==> src/rtl/mcs51_pkg.sv <==
// Shared MCS-51 definitions used by the interrupt controller: SFR bit
// positions, interrupt vector addresses, source indices, the controller
// state enum and the index-to-vector lookup.
package mcs51_pkg;

    // IE SFR bit positions
    localparam int IE_EX0 = 0;
    localparam int IE_ET0 = 1;
    localparam int IE_EX1 = 2;
    localparam int IE_ET1 = 3;
    localparam int IE_ES  = 4;
    localparam int IE_EA  = 7;

    // IP SFR bit positions (bits 7:5 carry no meaning)
    localparam int IP_PX0 = 0;
    localparam int IP_PT0 = 1;
    localparam int IP_PX1 = 2;
    localparam int IP_PT1 = 3;
    localparam int IP_PS  = 4;

    // TCON SFR bit positions
    localparam int TCON_IT0 = 0;
    localparam int TCON_IE0 = 1;
    localparam int TCON_IT1 = 2;
    localparam int TCON_IE1 = 3;
    localparam int TCON_TR0 = 4;
    localparam int TCON_TF0 = 5;
    localparam int TCON_TR1 = 6;
    localparam int TCON_TF1 = 7;

    // Interrupt vector addresses
    localparam logic [15:0] VEC_INT0 = 16'h0003;
    localparam logic [15:0] VEC_T0   = 16'h000B;
    localparam logic [15:0] VEC_INT1 = 16'h0013;
    localparam logic [15:0] VEC_T1   = 16'h001B;
    localparam logic [15:0] VEC_SER  = 16'h0023;

    // Source index; numeric order is also the fixed priority order,
    // and matches the IE/IP bit positions of each source.
    typedef logic [2:0] src_idx_t;

    localparam src_idx_t SRC_INT0 = 3'd0;
    localparam src_idx_t SRC_T0   = 3'd1;
    localparam src_idx_t SRC_INT1 = 3'd2;
    localparam src_idx_t SRC_T1   = 3'd3;
    localparam src_idx_t SRC_SER  = 3'd4;

    // Interrupt controller states
    typedef enum logic [1:0] {
        INTC_IDLE = 2'd0,
        INTC_PEND = 2'd1,
        INTC_ACK  = 2'd2
    } intc_state_t;

    // Map a source index to its vector address
    function automatic logic [15:0] vec_lookup(input src_idx_t idx);
        logic [15:0] vec;
        case (idx)
            SRC_INT0: vec = VEC_INT0;
            SRC_T0:   vec = VEC_T0;
            SRC_INT1: vec = VEC_INT1;
            SRC_T1:   vec = VEC_T1;
            SRC_SER:  vec = VEC_SER;
            default:  vec = 16'h0000;
        endcase
        return vec;
    endfunction

endpackage

==> src/rtl/mcs51_intc_if.sv <==
// Handshake between the CPU core and the interrupt controller.
// The controller side is the slave; the core side is the master.
interface mcs51_intc_if;

    logic        int_poll;
    logic        irq_ack;
    logic        reti;
    logic        irq_req;
    logic [15:0] irq_vec;
    logic [1:0]  in_svc;

    modport master (
        output int_poll,
        output irq_ack,
        output reti,
        input  irq_req,
        input  irq_vec,
        input  in_svc
    );

    modport slave (
        input  int_poll,
        input  irq_ack,
        input  reti,
        output irq_req,
        output irq_vec,
        output in_svc
    );

endinterface

==> src/rtl/mcs51_intc_prio.sv <==
// Five-input fixed-priority encoder: bit 0 (INT0) wins over bit 4 (Serial).
module mcs51_intc_prio
    import mcs51_pkg::*;
(
    input  logic [4:0] req,
    output logic       valid,
    output src_idx_t   idx
);

    // Pick the lowest-numbered active request
    always_comb begin
        valid = |req;
        idx   = SRC_INT0;
        if (req[0])
            idx = SRC_INT0;
        else if (req[1])
            idx = SRC_T0;
        else if (req[2])
            idx = SRC_INT1;
        else if (req[3])
            idx = SRC_T1;
        else if (req[4])
            idx = SRC_SER;
    end

endmodule

==> src/rtl/mcs51_intc.sv <==
// MCS-51 two-level interrupt controller. Arbitrates the five interrupt
// sources when the core polls, holds the request until the core acks or
// the winner is disabled, then pulses the winner's flag clear and tracks
// which priority levels are in service until RETI.
module mcs51_intc
    import mcs51_pkg::*;
(
    input  logic       clk,
    input  logic       rst,
    mcs51_intc_if.slave core,
    input  logic [7:0] ie_reg,
    input  logic [7:0] ip_reg,
    input  logic [7:0] tcon,
    input  logic       scon_ri,
    input  logic       scon_ti,
    output logic       clr_ie0,
    output logic       clr_ie1,
    output logic       clr_tf0,
    output logic       clr_tf1
);

    intc_state_t state;
    src_idx_t    win_idx_q;
    logic        win_hi_q;
    logic        irq_req_q;
    logic [15:0] irq_vec_q;
    logic [1:0]  in_svc_q;
    logic        clr_ie0_q;
    logic        clr_ie1_q;
    logic        clr_tf0_q;
    logic        clr_tf1_q;

    logic [4:0]  src_flag;
    logic [4:0]  src_elig;
    logic [4:0]  hi_req;
    logic [4:0]  lo_req;
    logic        hi_valid;
    logic        lo_valid;
    src_idx_t    hi_idx;
    src_idx_t    lo_idx;
    logic        win_valid;
    src_idx_t    win_sel;
    logic        winner_enabled;
    logic [1:0]  in_svc_reti;
    logic        unused_sfr_bits;

    // Timer run bits, IE bits 6:5 and IP bits 7:5 play no part here
    assign unused_sfr_bits = ^{ip_reg[7:5], ie_reg[6:5], tcon[TCON_TR1], tcon[TCON_TR0]};

    // Source flags in priority order; IE and IP enable bits share this order
    assign src_flag = {scon_ri | scon_ti, tcon[TCON_TF1], tcon[TCON_IE1],
                       tcon[TCON_TF0], tcon[TCON_IE0]};
    assign src_elig = ie_reg[IE_EA] ? (src_flag & ie_reg[4:0]) : 5'b00000;

    // High level is blocked only by a high-level service; low level by any
    assign hi_req = src_elig &  ip_reg[4:0] & {5{~in_svc_q[1]}};
    assign lo_req = src_elig & ~ip_reg[4:0] & {5{in_svc_q == 2'b00}};

    mcs51_intc_prio u_prio_hi (
        .req   (hi_req),
        .valid (hi_valid),
        .idx   (hi_idx)
    );

    mcs51_intc_prio u_prio_lo (
        .req   (lo_req),
        .valid (lo_valid),
        .idx   (lo_idx)
    );

    assign win_valid      = hi_valid | lo_valid;
    assign win_sel        = hi_valid ? hi_idx : lo_idx;
    assign winner_enabled = ie_reg[IE_EA] & ie_reg[win_idx_q];

    // RETI retires the highest active level; applied before any ack set
    always_comb begin
        in_svc_reti = in_svc_q;
        if (core.reti) begin
            if (in_svc_q[1])
                in_svc_reti[1] = 1'b0;
            else
                in_svc_reti[0] = 1'b0;
        end
    end

    // Controller FSM with registered request, vector, clear pulses and service state
    always_ff @(posedge clk or posedge rst) begin
        if (rst) begin
            state     <= INTC_IDLE;
            win_idx_q <= SRC_INT0;
            win_hi_q  <= 1'b0;
            irq_req_q <= 1'b0;
            irq_vec_q <= 16'h0000;
            in_svc_q  <= 2'b00;
            clr_ie0_q <= 1'b0;
            clr_ie1_q <= 1'b0;
            clr_tf0_q <= 1'b0;
            clr_tf1_q <= 1'b0;
        end else begin
            clr_ie0_q <= 1'b0;
            clr_ie1_q <= 1'b0;
            clr_tf0_q <= 1'b0;
            clr_tf1_q <= 1'b0;
            in_svc_q  <= in_svc_reti;
            case (state)
                INTC_IDLE: begin
                    if (core.int_poll && win_valid) begin
                        state     <= INTC_PEND;
                        win_idx_q <= win_sel;
                        win_hi_q  <= hi_valid;
                        irq_req_q <= 1'b1;
                        irq_vec_q <= vec_lookup(win_sel);
                    end
                end
                INTC_PEND: begin
                    if (core.irq_ack) begin
                        state     <= INTC_ACK;
                        irq_req_q <= 1'b0;
                        irq_vec_q <= 16'h0000;
                        in_svc_q  <= in_svc_reti | (win_hi_q ? 2'b10 : 2'b01);
                        case (win_idx_q)
                            SRC_INT0: clr_ie0_q <= tcon[TCON_IT0];
                            SRC_T0:   clr_tf0_q <= 1'b1;
                            SRC_INT1: clr_ie1_q <= tcon[TCON_IT1];
                            SRC_T1:   clr_tf1_q <= 1'b1;
                            default:  ;
                        endcase
                    end else if (!winner_enabled) begin
                        state     <= INTC_IDLE;
                        irq_req_q <= 1'b0;
                        irq_vec_q <= 16'h0000;
                    end
                end
                INTC_ACK: begin
                    state <= INTC_IDLE;
                end
                default: begin
                    state     <= INTC_IDLE;
                    irq_req_q <= 1'b0;
                    irq_vec_q <= 16'h0000;
                end
            endcase
        end
    end

    assign core.irq_req = irq_req_q;
    assign core.irq_vec = irq_vec_q;
    assign core.in_svc  = in_svc_q;
    assign clr_ie0      = clr_ie0_q;
    assign clr_ie1      = clr_ie1_q;
    assign clr_tf0      = clr_tf0_q;
    assign clr_tf1      = clr_tf1_q;

endmodule

==> src/flat_wrapper.sv <==
// flat-port wrapper written by rule: the top's interface ports become plain ports
module mcs51_intc_flat import mcs51_pkg::*;
  (clk, rst, ie_reg, ip_reg, tcon, scon_ri, scon_ti, clr_ie0, clr_ie1, clr_tf0, clr_tf1, core_int_poll, core_irq_ack, core_reti, core_irq_req, core_irq_vec, core_in_svc);
  mcs51_intc_if core_i ();
  input  logic clk;
  input  logic rst;
  input  logic [7:0] ie_reg;
  input  logic [7:0] ip_reg;
  input  logic [7:0] tcon;
  input  logic scon_ri;
  input  logic scon_ti;
  output logic clr_ie0;
  output logic clr_ie1;
  output logic clr_tf0;
  output logic clr_tf1;
  input wire logic [$bits(core_i.int_poll)-1:0] core_int_poll;
  input wire logic [$bits(core_i.irq_ack)-1:0] core_irq_ack;
  input wire logic [$bits(core_i.reti)-1:0] core_reti;
  output wire logic [$bits(core_i.irq_req)-1:0] core_irq_req;
  output wire logic [$bits(core_i.irq_vec)-1:0] core_irq_vec;
  output wire logic [$bits(core_i.in_svc)-1:0] core_in_svc;
  assign core_i.int_poll = core_int_poll;
  assign core_i.irq_ack = core_irq_ack;
  assign core_i.reti = core_reti;
  assign core_irq_req = core_i.irq_req;
  assign core_irq_vec = core_i.irq_vec;
  assign core_in_svc = core_i.in_svc;
  mcs51_intc u_core (.clk(clk), .rst(rst), .core(core_i), .ie_reg(ie_reg), .ip_reg(ip_reg), .tcon(tcon), .scon_ri(scon_ri), .scon_ti(scon_ti), .clr_ie0(clr_ie0), .clr_ie1(clr_ie1), .clr_tf0(clr_tf0), .clr_tf1(clr_tf1));
endmodule
==> config.mk <==
export PLATFORM = sky130hd
export DESIGN_NAME = mcs51_intc_flat
export DESIGN_NICKNAME = d
export VERILOG_FILES = /design/src/rtl/mcs51_pkg.sv /design/src/rtl/mcs51_intc_if.sv /design/src/rtl/mcs51_intc_prio.sv /design/src/rtl/mcs51_intc.sv /design/src/flat_wrapper.sv
export SDC_FILE = /design/constraint.sdc
export NUM_CORES = 1
export LEC_CHECK = 0
export CAP_MARGIN = 20
export CELL_PAD_IN_SITES_DETAIL_PLACEMENT = 1
export CELL_PAD_IN_SITES_GLOBAL_PLACEMENT = 2
export CORE_ASPECT_RATIO = 0.5
export CORE_MARGIN = 2
export CORE_UTILIZATION = 24
export CTS_CLUSTER_SIZE = 28
export DETAILED_ROUTE_END_ITERATION = 10
export PLACE_DENSITY = 0.93
export SYNTH_ARGS = -nofsm -noshare
export SYNTH_HDL_FRONTEND = slang
export SYNTH_SLANG_ARGS = --single-unit
==> constraint.sdc <==
create_clock -name clk -period 4.05 [get_ports clk]
set_input_delay 0.405 -clock clk [delete_from_list [all_inputs] [get_ports clk]]
set_output_delay 0.405 -clock clk [all_outputs]
set_load 0.1 [all_outputs]
== Yosys cells after proc, flatten, opt, wreduce, memory -nomap -nowiden ==
Cells that the tools add are included.

* Reductions and logical operators: 10
* $lt $le $gt $ge: 1
* Bitwise logic cells: 12
* Equality and inequality tests: 11
* Multiplexer cells: 44

{| class="wikitable"
|+ Operators by type and width
! kind !! count
|-
| 16-bit 2-to-1 mux || 3
|-
| 16-bit one-hot mux with 3 select lines || 1
|-
| 3-bit 2-to-1 mux || 11
|-
| 6-bit one-hot mux with 5 select lines || 1
|-
| 5-bit bitwise AND || 5
|-
| 1-bit 2-to-1 mux || 17
|-
| 2-bit 2-to-1 mux || 7
|-
| 3-bit by 2-bit equality test with 1-bit output (second input constant) || 4
|-
| 5-bit OR reduction || 2
|-
| 3-bit by 1-bit equality test with 1-bit output (second input constant) || 2
|-
| 3-bit zero test || 2
|-
| 5-bit 2-to-1 mux || 1
|-
| 5-bit NOT || 1
|-
| 2-bit zero test || 2
|-
| 3-bit by 4-bit less-than comparator with 1-bit output (second input constant) || 1
|-
| 2-bit one-hot mux with 2 select lines || 1
|-
| 2-bit AND reduction || 2
|-
| 1-bit binary-select mux with 3-bit select || 1
|-
| 3-bit equality test (second input constant) || 1
|-
| 3-bit != test (second input constant) || 1
|-
| 1-bit one-hot mux with 3 select lines || 1
|-
| 3-bit AND reduction || 1
|-
| 2-bit by 1-bit equality test with 1-bit output (second input constant) || 1
|-
| 2-bit equality test (second input constant) || 1
|-
| other kinds (6) || 8
|}

* Input port bits: 31
* Flip-flop bits (word level): 29
* Logic and storage cells: 88
* Output and inout port bits: 23

== Longest topological paths before layout ==
* Depth after elaboration: 15
* Depth in mapped cells: 6
* Gate-level depth less buffers: 5

== Modules after synthesis ==
From an unflattened synthesis, not the netlist that was laid out.

* Cells, all modules: 122
* Area total of the unflattened synthesis: 1159.9 um^2

{| class="wikitable"
|+ Modules (own cells, without submodules)
! module !! area an instance (um^2) !! seq. area each (um^2) !! cells an instance !! times used
|-
| mcs51_intc || 1062.3 || 425.4 || 106 || 1
|-
| mcs51_intc_prio || 48.8 || 0.0 || 8 || 2
|}

== Worst setup path after synthesis ==
No wires, ideal clock.

* Path type: flip-flop to flip-flop
* Start point: register u_core.in_svc_q[1] (netlist: u_core.core.in_svc[1])
* End point: register u_core.win_idx_q[0]
* Path slack: 1673 ps
* Library setup time: 79 ps
* Path buffers: 1
* Arrival: 2297 ps
* Cell stages (with the launch flop): 7
* Data required time: 3971 ps
* Clock period less this slack: 2377 ps
* Path through: dfrtp_1 > and4b_4 > a22o_1 > nor3b_2 > a311o_1 > buf_6 > mux2i_1

* Cells in the longest elaborated chain, start to end: 7
* Elaborated cells on any way between the ends: 18
* Those cells by class: 9 x mux; 4 x bitwise; 5 x reduce/logical

{| class="wikitable"
|+ Ends and longest elaborated chain
! what !! line !! source
|-
| start, declared || mcs51_intc.sv:27 || <nowiki>logic [1:0] in_svc_q;</nowiki>
|-
| start signal, assigned || mcs51_intc.sv:104 || <nowiki>in_svc_q <= in_svc_reti;</nowiki>
|-
| start signal, assigned || mcs51_intc.sv:120 || <nowiki>in_svc_q <= in_svc_reti | (win_hi_q ? 2'b10 : 2'b01);</nowiki>
|-
| 2-bit zero test / 1-bit NOT (equally long branches) || mcs51_intc.sv:57, mcs51_intc.sv:56 ||
|-
| 5-bit bitwise AND (on tied branches) || mcs51_intc.sv:57, mcs51_intc.sv:56 ||
|-
| 3-bit 2-to-1 mux || mcs51_intc_prio.sv:20 || <nowiki>else if (req[3])</nowiki>
|-
| 3-bit 2-to-1 mux || mcs51_intc_prio.sv:18 || <nowiki>else if (req[2])</nowiki>
|-
| 3-bit 2-to-1 mux || mcs51_intc_prio.sv:16 || <nowiki>else if (req[1])</nowiki>
|-
| 3-bit 2-to-1 mux || mcs51_intc_prio.sv:14 || <nowiki>if (req[0])</nowiki>
|-
| 3-bit 2-to-1 mux || mcs51_intc.sv:72 || <nowiki>assign win_sel = hi_valid ? hi_idx : lo_idx;</nowiki>
|-
| end signal, assigned || mcs51_intc.sv:109 || <nowiki>win_idx_q <= win_sel;</nowiki>
|-
| end, declared || mcs51_intc.sv:23 || <nowiki>src_idx_t win_idx_q;</nowiki>
|}

Several ways; a longest one is shown, not always the timed one.
A chain may end at the register's enable or synchronous reset.

== Final worst setup path ==
* Start point: input port ie_reg[7]
* End point: register u_core.win_idx_q[0]

* Cells in the longest elaborated chain, start to end: 8
* Elaborated cells on any way between the ends: 19
* Those cells by class: 10 x mux; 5 x bitwise; 4 x reduce/logical

{| class="wikitable"
|+ Ends and longest elaborated chain
! what !! line !! source
|-
| start, declared || flat_wrapper.sv:7 || <nowiki>input logic [7:0] ie_reg;</nowiki>
|-
| 5-bit 2-to-1 mux (*) || mcs51_intc.sv:53 || <nowiki>assign src_elig = ie_reg[IE_EA] ? (src_flag & ie_reg[4:0]) : 5'b00000;</nowiki>
|-
| 5-bit bitwise AND (on tied branches) (2 in series) || mcs51_intc.sv:57, mcs51_intc.sv:56 ||
|-
| 3-bit 2-to-1 mux || mcs51_intc_prio.sv:20 ||
|-
| 3-bit 2-to-1 mux || mcs51_intc_prio.sv:18 ||
|-
| 3-bit 2-to-1 mux || mcs51_intc_prio.sv:16 ||
|-
| 3-bit 2-to-1 mux || mcs51_intc_prio.sv:14 ||
|-
| 3-bit 2-to-1 mux || mcs51_intc.sv:72 ||
|}

Mark *: on every way between the ends. The rest lies on a longest branch, timed or not.

==> flow_summary.toml <==
[floorplanning]
core_mm2 = 0.00438
dieHeight_um = 51.6
rows = 17
start_util = 0.248
dieArea_mm2 = 0.00512
ioPinCount = 54
die_x_um = 99.2

[finish]
multi_input_area_um2 = 549
nets = 180
seq_area_um2 = 425
area_delta_synth_final_pct = 38.4
drive_above_1_share = 0.0676
fill_cells = 501
num_antenna_cells = 0
fin_util = 0.344

[clocking]
cts_tree = "done"
cts.sinks = 17
clock_latency_ps = 250
cts_buffers = 3
clk_pin_slew_worst_paths_ps = 60
cts_max_level = 1
hold_buffers = 0
root_buffer = "clkbuf_8"
cts_resized = 0
postCtsSetupBuffers = 0
cts_max_path_buffers = 2

[critical_path]
r2r_start = "u_core.core.in_svc[1]"
worst_ep_arrival_time_ps = 2630
crit_path_start_kind = "input port"
worstRegToRegCells = 5
timing.critical_path.to_type = "flip-flop"
rrSetupSlack_ps = 1770
crit_start = "ie_reg[7]"
crit_type = "input port to flip-flop"
crit_path_max_fanout = 10
reg2reg_to = "u_core.win_idx_q[0]"
required_ps = 4210

[timing]
hold_viol = 0
hold_slack_ps = 503
period_minus_slack_ps = 2470
setup_tns_ps = 0
finalMaxSlewViolations = 0
finClkSkew_ps = 3.11
tightest_slew_ps = 968
fmax_ghz = 0.405
setup_viol = 0
rsz0062_at_grt = "false"
timing.final.crit_share = 0.610
slew_headroom = 0.353

[route]
drt_iter0_drc = 38
num_vias = 917
via_per_inst = 4.47
drc = 0
routedWlPerCell_um = 14.5
drtAntennaViolNets = 0
drt_pass1_iterations = 4
totalWireLength_mm = 2.97

[place]
detailed_place_hpwl_mm = 2.37
gp_congestion = 0.741
portBuffers = 37

[grt]
grt_pass1_wl_mm = 4.81
grt_overflow = 0
antenna_found_initial = 0
grt_max_degree = 18
grtUsageTotal = 0.120
grt_pass1_vias = 1014

[hold_path]
holdPathStages = 1
min_from = "u_core.win_hi_q"
min_path_type = "flip-flop to flip-flop"
min_delay_worst_endpoint = "u_core.core.in_svc[0]"

[synth]
synth_area_mm2 = 0.00109
syn_area_per_cell_um2 = 9.81
netlist_instances = 111
ys_warn_count = 0
yosysSeqAreaShare = 0.391
ys_seq_elements = 17
synth_cell_types = 38

[power]
power.density_mw_per_mm2 = 565
vdd_drop_max_uv = 223
power_leakage_uw = 0.000645

[job]
maxCapViolations = 0

[outcome]
outcome = "finished, final reports clean"
==> per-layer routing <==
layer | wire length [um] | GRT usage | vias up
met5 | 0 | 0 | -
met4 | 12 | 0.0205 | 0
met3 | 98 | 0.0202 | 2
met2 | 1570 | 0.233 | 22
met1 | 1290 | 0.143 | 449
li1 | - | - | 444
==> registers in the layout (all words and copies together) (netlist names) <==
name and count:
u_core.core.in_svc 2, u_core.win_idx_q 3, u_core.clr_tf1 1, u_core.clr_tf0 1, u_core.state 2, u_core.win_hi_q 1, u_core.core.irq_vec 4, u_core.clr_ie1 1
u_core.clr_ie0 1, u_core.core.irq_req 1
==> placed cells by master (no fill, tap or decap), types with 5 or more instances in the layout <==
master,n
clkdlybuf4s50_1,37
conb_1,11
dfrtp_1,17
inv_1,12
mux2i_1,6
nand2_1,5
nand3b_1,5
nor2_1,7
==> layout make-up <==
type                            instances  area share
Inverter                               12      0.0299
Sequential cell                        17       0.282
Timing Repair Buffer                   37       0.246
Clock buffer                            4      0.0299
Multi-Input combinational cell         78       0.365
Tap cell                               57      0.0473
==> where the power goes <==
group,switching [uW],internal [uW],leakage [uW],total (uW)
Clock,54.3,69.7,0.0000228,124
Combinational,339,132,0.000395,471
Sequential,44.3,212,0.000227,256
==> worst max-delay path, cell delays in order <==
cell and delay (ps):
clkdlybuf4s50_1 540, and4b_1 260, a22oi_1 290, nor3b_2 340, a311o_1 530, mux2i_1 270
==> logic make-up after synthesis <==
family	count (synthesis)	synth area share
other	1	0.00344
buffers and inverters	26	0.139
AOI/OAI and AO/OA	22	0.163
DFF	17	0.391
and+or+nand+nor	38	0.228
muxes	7	0.0759
==> per-stage QoR <==
step	total power (uW)	instance area [um^2]	setup WS (ps)	std cells
global route	899	1510	1410	205
detailed placement	732	1460	1330	201
global placement	718	1460	1450	201
floorplan	630	1130	1670	121
finish	851	1510	1580	205
CTS	862	1510	1590	205
==> synth_stat cells (all sizes together) <==
cell type  number  area, um^2
dfrtp          17         425
and2            2        12.5
o2111ai         1        8.76
nand2           5        18.8
buf            14         106
o2bb2ai         2        36.3
nand2b          1        6.26
nor2b           2        12.5
a2bb2oi         1        8.76
and3            1        6.26
a311o           1        10.0
a21oi           1        8.76
nor2            8        32.5
and4b           3        33.8
o22ai           3        18.8
nor3b           3        27.5
a22o            2        17.5
or3b            2        20.0
nor4            2        12.5
nand3b          5        37.5
and4            2        17.5
nor3            2        10.0
a22oi           2        15.0
inv            12        45.0
a21o            2        15.0
mux2i           6        60.1
o21ai           6        30.0
conb            1        3.75
mux4            1        22.5
a41oi           1        8.76
==> worst max-delay path by stage <==
stage          slack (ps)             endpoint
2_1_floorplan        1670  u_core.win_idx_q[0]
3_3_place_gp         1450  u_core.win_idx_q[1]
3_5_place_dp         1330  u_core.win_idx_q[0]
4_1_cts              1590  u_core.win_idx_q[0]
5_1_grt              1410  u_core.win_idx_q[0]
6_report             1580  u_core.win_idx_q[0]
No activity file was read; power rests on OpenSTA's default activity.
